**src/rtl/pic_irr_latch_pkg.sv**
```systemverilog
// Shared types and constants for the 8259A-compatible interrupt request register stage.
// Imported by the IR synchroniser and the IRR latch top.
package pic_irr_latch_pkg;

    localparam int N_IR_DEF        = 8;
    localparam int SYNC_STAGES_DEF = 2;

    localparam logic LTIM_EDGE  = 1'b0;
    localparam logic LTIM_LEVEL = 1'b1;

    typedef enum logic [1:0] {
        IDLE = 2'd0,
        ACK1 = 2'd1,
        ACK2 = 2'd2
    } ack_state_t;

    // Next pending state for one register bit, shared by edge and level sensing.
    function automatic logic irr_bit_next(
        input logic ltim,
        input logic s,
        input logic p,
        input logic live,
        input logic clr
    );
        logic nxt;
        if (ltim == LTIM_LEVEL) begin
            nxt = s & ~clr;
        end else begin
            nxt = (s & ~p) | (live & s & ~clr);
        end
        return nxt;
    endfunction

endpackage

```
**src/rtl/pic_irr_latch_sync.sv**
```systemverilog
// Multi-stage synchroniser for the asynchronous IR pins; one flop chain per bit.
// The clear input wipes the whole chain so re-initialisation never replays stale levels.
module pic_ir_sync
    import pic_irr_latch_pkg::*;
#(
    parameter int WIDTH  = N_IR_DEF,
    parameter int STAGES = SYNC_STAGES_DEF
) (
    input  logic             clk_i,
    input  logic             clear_i,
    input  logic [WIDTH-1:0] d_i,
    output logic [WIDTH-1:0] q_o
);

    logic [WIDTH-1:0] stage_q [STAGES];

    always_ff @(posedge clk_i) begin
        if (clear_i) begin
            for (int k = 0; k < STAGES; k++) begin
                stage_q[k] <= '0;
            end
        end else begin
            stage_q[0] <= d_i;
            for (int k = 1; k < STAGES; k++) begin
                stage_q[k] <= stage_q[k-1];
            end
        end
    end

    assign q_o = stage_q[STAGES-1];

endmodule

```
**src/rtl/pic_irr_latch.sv**
```systemverilog
// Interrupt request register of the PIC: edge/level sensing, ack clear on first INTA,
// and a frozen resolver-facing copy held for the whole INTA sequence.
//
// state | meaning
// IDLE  | no acknowledge in progress, irr follows irr_live
// ACK1  | first INTA taken, irr frozen, waiting for second INTA
// ACK2  | second INTA taken, irr frozen for one last cycle
module pic_irr_latch
    import pic_irr_latch_pkg::*;
#(
    parameter int N_IR        = N_IR_DEF,
    parameter int SYNC_STAGES = SYNC_STAGES_DEF
) (
    input  logic            clk_i,
    input  logic            reset_i,
    input  logic [N_IR-1:0] ir_i,
    input  logic            ltim_i,
    input  logic            icw1_write_i,
    input  logic            inta_1_i,
    input  logic            inta_2_i,
    input  logic [N_IR-1:0] isr_irr_i,
    output logic [N_IR-1:0] irr_o,
    output logic [N_IR-1:0] irr_live_o,
    output logic            ack_busy_o
);

    logic            clear;
    logic [N_IR-1:0] s;
    logic [N_IR-1:0] p_q;
    logic [N_IR-1:0] clr;
    logic [N_IR-1:0] irr_live_q;
    logic [N_IR-1:0] irr_live_d;
    logic [N_IR-1:0] irr_q;
    logic            ack_busy_q;
    logic            start_ack;
    ack_state_t      state_q;

    assign clear = reset_i | icw1_write_i;

    pic_ir_sync #(
        .WIDTH  (N_IR),
        .STAGES (SYNC_STAGES)
    ) u_sync (
        .clk_i   (clk_i),
        .clear_i (clear),
        .d_i     (ir_i),
        .q_o     (s)
    );

    // An INTA pulse outside IDLE is ignored, so it must not clear anything either.
    assign start_ack = (state_q == IDLE) & inta_1_i;

    always_comb begin
        clr        = '0;
        irr_live_d = '0;
        if (start_ack) begin
            clr = isr_irr_i;
        end
        for (int i = 0; i < N_IR; i++) begin
            irr_live_d[i] = irr_bit_next(ltim_i, s[i], p_q[i], irr_live_q[i], clr[i]);
        end
    end

    always_ff @(posedge clk_i) begin
        if (clear) begin
            p_q        <= '0;
            irr_live_q <= '0;
        end else begin
            p_q        <= s;
            irr_live_q <= irr_live_d;
        end
    end

    // The snapshot taken on inta_1 already has the acked bit removed.
    always_ff @(posedge clk_i) begin
        if (clear) begin
            state_q    <= IDLE;
            irr_q      <= '0;
            ack_busy_q <= 1'b0;
        end else begin
            case (state_q)
                IDLE: begin
                    irr_q <= irr_live_d;
                    if (inta_1_i) begin
                        state_q    <= ACK1;
                        ack_busy_q <= 1'b1;
                    end
                end
                ACK1: begin
                    if (inta_2_i) begin
                        state_q <= ACK2;
                    end
                end
                ACK2: begin
                    state_q    <= IDLE;
                    ack_busy_q <= 1'b0;
                    irr_q      <= irr_live_d;
                end
                default: begin
                    state_q    <= IDLE;
                    ack_busy_q <= 1'b0;
                    irr_q      <= irr_live_d;
                end
            endcase
        end
    end

    assign irr_o      = irr_q;
    assign irr_live_o = irr_live_q;
    assign ack_busy_o = ack_busy_q;

endmodule

```
**config.mk**
```make
export PLATFORM = sky130hd
export DESIGN_NAME = pic_irr_latch
export DESIGN_NICKNAME = d
export VERILOG_FILES = /design/src/rtl/pic_irr_latch_pkg.sv /design/src/rtl/pic_irr_latch_sync.sv /design/src/rtl/pic_irr_latch.sv
export SDC_FILE = /design/constraint.sdc
export NUM_CORES = 1
export LEC_CHECK = 0
export CAP_MARGIN = 5
export CELL_PAD_IN_SITES_DETAIL_PLACEMENT = 1
export CELL_PAD_IN_SITES_GLOBAL_PLACEMENT = 2
export CORE_MARGIN = 4
export CORE_UTILIZATION = 31
export DETAILED_ROUTE_END_ITERATION = 7
export PLACE_DENSITY_LB_ADDON = 0.15
export REMOVE_ABC_BUFFERS = 1
export SLEW_MARGIN = 20
export SYNTH_ARGS = -nofsm -noshare
export SYNTH_HDL_FRONTEND = slang
export SYNTH_HIERARCHICAL = 1
export SYNTH_SLANG_ARGS = --single-unit
```
**constraint.sdc**
```tcl
create_clock -name clk_i -period 1.3 [get_ports clk_i]
set_input_delay 0.195 -clock clk_i [delete_from_list [all_inputs] [get_ports clk_i]]
set_output_delay 0.195 -clock clk_i [all_outputs]
set_load 0.1 [all_outputs]
```
* Word-level counts from Yosys, hierarchy flattened *
Memories as Yosys holds them, arrays and structs flattened.
Cells that the tools add are included.
Widths: inputs -> output; s select.

storage, ports and cells
  memories kept = 1
  register bits = 27
  word-level logic and storage cells = 92
  RAM bits = 16
  output and inout bits = 17

memories
  memory          words  width  rd ports  clocked after memory_dff  wr ports  RTL line                  RTL
  u_sync.stage_q  2      8      2         0                         2         pic_irr_latch_sync.sv:15  logic [WIDTH-1:0] stage_q [STAGES];

cells by class
  muxes and demuxes = 19
  bitwise gates (word level) = 61
  eq/ne operators = 3
  reductions and logical operators = 3

operators by type and width
  kind                count
  $and 1x1->1         33
  $mux 8              3
  $not 1->1           17
  $mux 1              12
  $or 1x1->1          11
  $mux 2              2
  $ne 2x2->1 const B  2
  $pmux 2 s2          1
  $reduce_and 2->1    2
  $eq 2x1->1 const B  1
  $logic_not 2->1     1
  $pmux 1 s2          1

* Logic depth before layout (Yosys ltp) *
Gate-level depths: netlist (run 1).

  depth after elaboration = 7
  depth in mapped cells = 5
  gate-level depth less buffers = 3

* By module *
The synthesis (run 1) kept the hierarchy.

by module, submodules not included
  module         times used  cells each  sequential area each (um^2)  area each (um^2)
  pic_irr_latch  1           116         540.5                        1,199.9
  pic_ir_sync    1           41          320.3                        524.3

* Worst setup path before layout (run 1) *
No wires, ideal clock.

  path type = register to register
  start = reg irr_live_q[7] (netlist: irr_live_o[7])
  end = reg irr_q[7] (netlist: irr_o[7])
  required time = 1.221 ns
  library setup time = 0.079 ns
  stages on the path, launching flop included = 4
  path buffers = 0
  data arrival time = 1.518 ns
  slack = -0.297 ns
  period minus slack after synthesis = 1.597 ns
  cell sequence = dfxtp_1 > nor2_1 > o221a_2 > a211oi_2

on the way
  cells in the longest elaborated chain, start to end = 4

RTL lines
  what                       RTL line                 RTL
  start: declaration         pic_irr_latch.sv:31      logic [N_IR-1:0] irr_live_q;
  start signal: assignment   pic_irr_latch.sv:70      irr_live_q <= irr_live_d;
  $and 1x1->1 (2 in series)  pic_irr_latch_pkg.sv:29  nxt = (s & ~p) | (live & s & ~clr);
  $or 1x1->1                 pic_irr_latch_pkg.sv:29
  $mux 1                     pic_irr_latch_pkg.sv:26  if (ltim == LTIM_LEVEL) begin
  end signal: assignment     pic_irr_latch.sv:83      irr_q <= irr_live_d;
  end signal: assignment     pic_irr_latch.sv:97      irr_q <= irr_live_d;
  end signal: assignment     pic_irr_latch.sv:102     irr_q <= irr_live_d;
  end: declaration           pic_irr_latch.sv:33      logic [N_IR-1:0] irr_q;

No other way between the ends.
A chain may end at the register's enable or synchronous reset.

* Worst setup path in the final report (run 1) *
  start = in inta_1_i
  end = reg irr_q[4] (netlist: irr_o[4])

on the way
  cells in the longest elaborated chain, start to end = 6
  elaborated cells on any way between the ends = 7
  classes of those cells = 2 x mux; 5 x bitwise

RTL lines
  what                RTL line                                          RTL
  start: declaration  pic_irr_latch.sv:19                               input logic inta_1_i,
  $and 1x1->1 *       pic_irr_latch.sv:51                               assign start_ack = (state_q == IDLE) & inta_1_i;
  $mux 8 *            pic_irr_latch.sv:56                               if (start_ack) begin
  $not 1->1 *         pic_irr_latch_pkg.sv:27, pic_irr_latch_pkg.sv:29
  $and 1x1->1         pic_irr_latch_pkg.sv:29
  $or 1x1->1          pic_irr_latch_pkg.sv:29
  $mux 1 *            pic_irr_latch_pkg.sv:26

Every way passes the cells marked *; elsewhere a longest branch is shown, timed or not.

==> results.tsv, run 1 <==
stage	metric	value	unit
outcome	outcome	complete, no violations	
logic_synthesis	seq_area_frac_synth	49.9	%
cells_and_area	diodes	0	
route	drc_errors	0	
route	dr_wl_met2	2120	um
critical_path	crit_required	1.49	ns
clocking	clock_path_buffers	2	
critical_path	crit_path_end_kind	flop	
power	p_per_area	971	nW/um^2
timing	fin_crit_sh	97.5	%
grt	grt_usage	14.2	%
clocking	clk_pin_slew	0.08	ns
logic_synthesis	yosysWarnings	6	
grt	grt_max_degree	25	
place	place_congestion	0.743	
route	wl_met1	1870	um
clocking	cts_root_buf	clkbuf_8	
clocking	clock-sinks	43	
route	routed_via_density	4.84	
floorplanning	coreArea	5240	sq um
logic_synthesis	yosys-top-cells-area	dfxtp_1 (50%), a211oi_2 (5.8%), and2_1 (5.8%)	
route	met3WireLength	279	um
route	wirelength	4340	um
grt	grt-ovfl-total	0	
cells_and_area	syn_to_final_growth	49.9	%
critical_path	start_kind	primary input	
run	maxCapViolCount	0	
route	antenna_left	0	
timing	tightest_slew	0.272	ns
timing	fin_crit	1.27	ns
critical_path	arrival	1.46	ns
floorplanning	die_w	82.6	um
floorplanning	start_util	32.9	%
logic_synthesis	synth_cell_types	22	
logic_synthesis	synthArstFlopShare	0	%
timing	hold_violations	0	
critical_path	path_class	in -> reg	
timing	fin_ws	0.0320	ns
critical_path	cp_max_fo	9	
timing	relSlewSlack	81.6	%
logic_synthesis	syn_area_per_cell	11.0	sq um
timing	drv_slew	0	
logic_synthesis	ys_ff_latch	43	
place	pre_cts_ws	-0.368	ns
cells_and_area	nFillCells	562	
logic_synthesis	yosysTopAreaCellShare	49.9	%
route	highest_layer	met4	
power	ir_drop	0.000451	V
route	drt_iter0_drc	48	
timing	fin_hold_ws	0.441	ns
logic_synthesis	syn_inst	157	
power	total_leakage_power	0.956	nW
timing	fmax	789	MHz
logic_synthesis	synth_ff_type	dfxtp_1	
place	port_buffers	38	
route	routedWlPerCell	16.1	um
timing	setup_viol	0	
floorplanning	ioPinCount	39	
floorplanning	dieHeight	82.6	um
timing	finalSetupTns	0	ns
floorplanning	fp-row-count	26	
place	hpwlAfterDp	3090	um
clocking	cts_tree	done	
logic_synthesis	synth.most_common_cell	dfxtp_1	
floorplanning	die_area	6820	sq um
logic_synthesis	yosys.area.top_type	dfxtp_1	
clocking	htreeDepth	2	
grt	grt_pass1_vias	1433	
clocking	cts_buffers	5	
logic_synthesis	syn-cell-area	1720	sq um
grt	grt_pass1_wl	7040	um
timing	finalClockSkew	0.00769	ns
logic_synthesis	yosys-top-cells-count	dfxtp_1 (43), and2_1 (16), buf_4 (11)	
route	num_vias	1307	
timing	grt_setup_unrepaired	false	
clocking	clock_latency	0.30	ns
clocking	postCtsSetupBuffers	0	
route	drt-pass1-iter-count	4	
hold_path	min_path_type	reg -> reg	
logic_synthesis	synth_edf_count	0	
grt	antenna_found_initial	0	
cells_and_area	finalNetCount	221	
cells_and_area	drive_above_1_share	36.5	%
## critical path, cell delays in order
cell and delay [ns]:
clkdlybuf4s50_1 0.51, buf_12 0.14, nor4bb_2 0.32, o221a_2 0.25
a211oi_2 0.04
## cells in the final DEF, fill, tap and decap left out, types with 6 or more instances in the layout
cell             count
o22ai_1              8
a211oi_2             8
nor4bb_4             7
and2b_2              6
nor2b_2              7
o221a_2              7
clkdlybuf4s50_1     21
nand2_1              9
buf_4                6
and2_1              16
dfxtp_1             42
nand3b_1             8
nor2_1              10
buf_12              22
## where the power goes
| group | internal (mW) | switching [mW] |
|---|---|---|
| clock | 0.377 | 0.444 |
| sequential | 1.34 | 0.0110 |
| combinational | 0.197 | 0.143 |
| total | 1.91 | 0.598 |
## through the flow
step	instance area [sq um]	std cells	total power, mW	utilization [%]
2_1_floorplan	1610	142	1.52	-
3_3_place_gp	2400	262	1.68	45.8
3_5_place_dp	2400	262	1.69	45.8
4_1_cts	2520	270	2.53	48.1
5_1_grt	2580	270	2.63	49.3
6_report	2580	270	2.51	49.3
## registers in the layout, summed over array words and instances, names as in the netlist
name / cells
irr_o: 8
u_sync/stage_q: 16
state_q: 2
irr_live_o: 8
p_q: 8
ack_busy_o: 1
## what timing repair did
action	in CTS	in global routing
pin swaps	0	2
endpoints found under the setup margin	7	7
resized for setup	6	9
hold buffers	0	0
endpoints found under the hold margin	0	0
## kinds of logic (layout without fill, tap and decap cells)
kind of cell | count (synthesis) | after routing | synth area share, %
compound gates | 26 | 26 | 15.0
buf+inv | 17 | 60 | 7.04
flops | 43 | 43 | 49.9
simple gates | 71 | 71 | 28.0
## worst paths after layout
kind	depth (start not counted)	to	slack [ns]	start
max	5	irr_o[4]	0.03	inta_1_i
min reg2reg	1	u_sync/stage_q[0][9]	0.44	u_sync/stage_q[0][1]
max reg2reg	4	irr_o[4]	0.07	state_q[0]
min	1	u_sync/stage_q[0][9]	0.44	u_sync/stage_q[0][1]
## routing by layer
| metal | global-route usage, % | vias to the layer above |
|---|---|---|
| met5 | 0 | - |
| met3 | 4.34 | 6 |
| met2 | 22.8 | 38 |
| li1 | - | 630 |
| met4 | 7.68 | 0 |
| met1 | 16.7 | 633 |
## final cells by class
cell class | instances | area [sq um] | share of cell area (%)
Sequential cell | 43 | 862 | 33.4
Multi-Input combinational cell | 97 | 838 | 32.4
Timing Repair Buffer | 50 | 707 | 27.4
Tap cell | 70 | 87.6 | 3.39
Clock buffer | 7 | 76.3 | 2.95
Inverter | 2 | 7.51 | 0.291
Clock inverter | 1 | 5.00 | 0.194
(Power assumes the default switching activity.)
==> run 2, diff against run 1 <==
--- a/config.mk
+++ b/config.mk
@@ -5,7 +5,7 @@
 export SDC_FILE = /design/constraint.sdc
 export NUM_CORES = 1
 export LEC_CHECK = 0
-export CAP_MARGIN = 5
+export CAP_MARGIN = 20
 export CELL_PAD_IN_SITES_DETAIL_PLACEMENT = 1
 export CELL_PAD_IN_SITES_GLOBAL_PLACEMENT = 2
 export CORE_MARGIN = 4
==> results of run 2 <==
Same layout as run 1: the final DEF is identical, and so are final timing and power.
==> run 3, diff against run 2 <==
--- a/config.mk
+++ b/config.mk
@@ -5,12 +5,14 @@
 export SDC_FILE = /design/constraint.sdc
 export NUM_CORES = 1
 export LEC_CHECK = 0
+export ABC_CLOCK_PERIOD_IN_PS = 1200
 export CAP_MARGIN = 20
 export CELL_PAD_IN_SITES_DETAIL_PLACEMENT = 1
 export CELL_PAD_IN_SITES_GLOBAL_PLACEMENT = 2
 export CORE_MARGIN = 4
 export CORE_UTILIZATION = 31
 export DETAILED_ROUTE_END_ITERATION = 7
+export GPL_TIMING_DRIVEN = 0
 export PLACE_DENSITY_LB_ADDON = 0.15
 export REMOVE_ABC_BUFFERS = 1
 export SLEW_MARGIN = 20
==> constraint.sdc (replaced) <==
create_clock -name clk_i -period 1.2 [get_ports clk_i]
set_input_delay 0.18 -clock clk_i [delete_from_list [all_inputs] [get_ports clk_i]]
set_output_delay 0.18 -clock clk_i [all_outputs]
set_load 0.1 [all_outputs]
==> results.tsv, run 3 (synthesized netlist as in run 1, its figures left out) <==
stage	metric	value	unit	change
critical_path	path_class	reg -> reg		
hold_path	hp-start	inta_1_i		
critical_path	critical_path_buf_inv_count	1		-1
cells_and_area	layout_commonest_cell	dfxtp_1		
grt	grt_pass1_vias	1429		-0.28%
hold_path	hold_depth	3		+2
floorplanning	coreArea	5240	sq um	unchanged
timing	setup_viol	9		+9
outcome	violations	setup timing		
clocking	clk_pin_slew	0.07	ns	about the same
cells_and_area	syn_to_final_growth	41.6	%	
route	routed_via_density	4.80		-0.78%
clocking	htreeDepth	2		unchanged
critical_path	startpoint	state_q[1]		
power	total_leakage_power	0.943	nW	-1.4%
cells_and_area	final_cell_mix	dfxtp_1 (41), buf_4 (34), clkdlybuf4s50_1 (19), and2_1 (16)		
clocking	cts_tree	done		
grt	grt_use_met1	18.5	%	+1.8 points
route	antenna_left	0		unchanged
hold_path	min_path_type	in -> reg		
critical_path	crit_family	flip-flops		
clocking	cts_buffers	5		unchanged
critical_path	cp_max_fo	7		-2
timing	finalClockSkew	0.00714	ns	-0.000550 ns
cells_and_area	finalNetCount	231		+4.5%
cells_and_area	final_core_util	46.6	%	-2.7 points
critical_path	critPathMaxStageDelay	0.39	ns	-0.12 ns
floorplanning	die_area	6820	sq um	unchanged
clocking	clock-sinks	43		unchanged
critical_path	crit_slowest_cell	dfxtp_4		
route	drc_errors	0		unchanged
grt	busiest_layer	met2		
timing	drv_slew	0		unchanged
floorplanning	start_util	32.9	%	unchanged
floorplanning	fp-row-count	26		unchanged
grt	use_met3	4.34	%	unchanged
grt	grt-ovfl-total	0		unchanged
critical_path	r2r_cells	4		unchanged
grt	use_met2	27.5	%	+4.6 points
critical_path	crit_path_end_kind	flop		
power	ir_drop	0.000584	V	+30%
route	routedWlPerCell	17.6	um	+9.6%
critical_path	r2r_start	state_q[1]		
outcome	outcome	finished with violations		
route	drt_iter0_drc	58		+21%
grt	grt_usage	15.8	%	+1.6 points
timing	hold_violations	0		unchanged
clocking	cts_root_buf	clkbuf_8		
floorplanning	ioPinCount	39		unchanged
timing	grt_setup_unrepaired	true		
critical_path	worstPathCellList	buf_8 -> nor4bb_4 -> o221a_2 -> a211oi_2		
place	dpl_cell_area	2080	sq um	-13%
clocking	clock_path_buffers	2		unchanged
clocking	clock_latency	0.29	ns	about the same
route	num_vias	1340		+2.5%
cells_and_area	drive_above_1_share	43.1	%	+6.6 points
cells_and_area	nFillCells	575		+2.3%
cells_and_area	largest_register	u_sync/stage_q		
place	hpwlAfterDp	2690	um	-13%
cells_and_area	largest_reg_flops	16		unchanged
grt	grt_max_degree	25		unchanged
cells_and_area	diodes	0		unchanged
floorplanning	dieHeight	82.6	um	unchanged
place	place_congestion	0.775		+4.4%
grt	antenna_found_initial	0		unchanged
power	p_per_area	1130	nW/um^2	+16%
timing	tightest_slew	0.529	ns	+0.257 ns
timing	fin_hold_ws	0.308	ns	-0.134 ns
timing	fin_crit_sh	102	%	
timing	relSlewSlack	64.8	%	-17 points
cells_and_area	design_area	2440	sq um	-5.5%
floorplanning	die_w	82.6	um	unchanged
place	port_buffers	38		unchanged
critical_path	start_kind	flop		
route	wirelength	4920	um	+13%
route	drt-pass1-iter-count	4		unchanged
critical_path	arrival	1.41	ns	-0.05 ns
timing	fin_ws	-0.0283	ns	-0.0603 ns
timing	fmax	814	MHz	
run	maxCapViolCount	0		unchanged
critical_path	crit_required	1.38	ns	-0.11 ns
timing	fin_crit	1.23	ns	
grt	grt_pass1_wl	7710	um	+9.6%
critical_path	cp.depth	4		-1
## run 3: cell count changes in the layout (fill, tap and decap cells not counted), moves of 2 or more
cell / before / now
buf_12: 22 / 2
buf_4: 6 / 34
clkbuf_1: 2 / 0
clkdlybuf4s50_1: 21 / 19
clkinvlp_4: 0 / 2
dfxtp_4: 0 / 2
## run 3: worst paths after layout
| path | endpoint | slack [ns] |
|---|---|---|
| worst max register to register | irr_o[5] | -0.03 |
| worst min-delay path | state_q[0] | 0.31 |
| worst max-delay path | irr_o[5] | -0.03 |
| worst min register to register | u_sync/stage_q[0][8] | 0.44 |
## run 3: area by class of cell
type | count | area [sq um] | area share [%]
Timing Repair inverter | 1 | 7.51 | 0.308
Multi-Input combinational cell | 98 | 862 | 35.3
Tap cell | 70 | 87.6 | 3.59
Clock inverter | 1 | 5.00 | 0.205
Inverter | 2 | 11.3 | 0.461
Clock buffer | 6 | 82.6 | 3.38
Sequential cell | 43 | 868 | 35.6
Timing Repair Buffer | 58 | 517 | 21.2
## run 3: worst register-to-register path: stages, from the launching register on
cell and delay (ns):
dfxtp_4 0.39, buf_8 0.15, nor4bb_4 0.30, o221a_2 0.25
a211oi_2 0.04
## run 3: what timing repair did
item,in CTS,in global routing
pin swaps,7,7
setup buffers,14,6
gates cloned,2,0
hold buffers,0,0
endpoints found under the setup margin,56,22
gates resized for setup,133,1
## run 3: metal layers
metal	share of wire [%]	up-vias
met1	43	653
met5	0	-
met3	5.6	4
met2	51	31
li1	-	652
met4	0.96	0
## run 3: power breakdown
group	switching, mW	total, mW	internal, mW
combinational	0.167	0.368	0.201
clock	0.476	0.928	0.452
sequential	0.0118	1.46	1.45
## run 3: stage by stage
| stage | worst slack [ns] | instances | power, mW | TNS [ns] |
|---|---|---|---|---|
| after CTS | -0.0559 | 273 | 2.78 | -0.199 |
| after global placement | -1.17 | 250 | 1.76 | -44.03 |
| after global routing | -0.0937 | 279 | 2.87 | -1.05 |
| final | -0.0283 | 279 | 2.75 | -0.136 |
| after floorplan | -0.403 | 142 | 1.64 | -4.54 |
| after detailed placement | -1.23 | 250 | 1.77 | -46.26 |
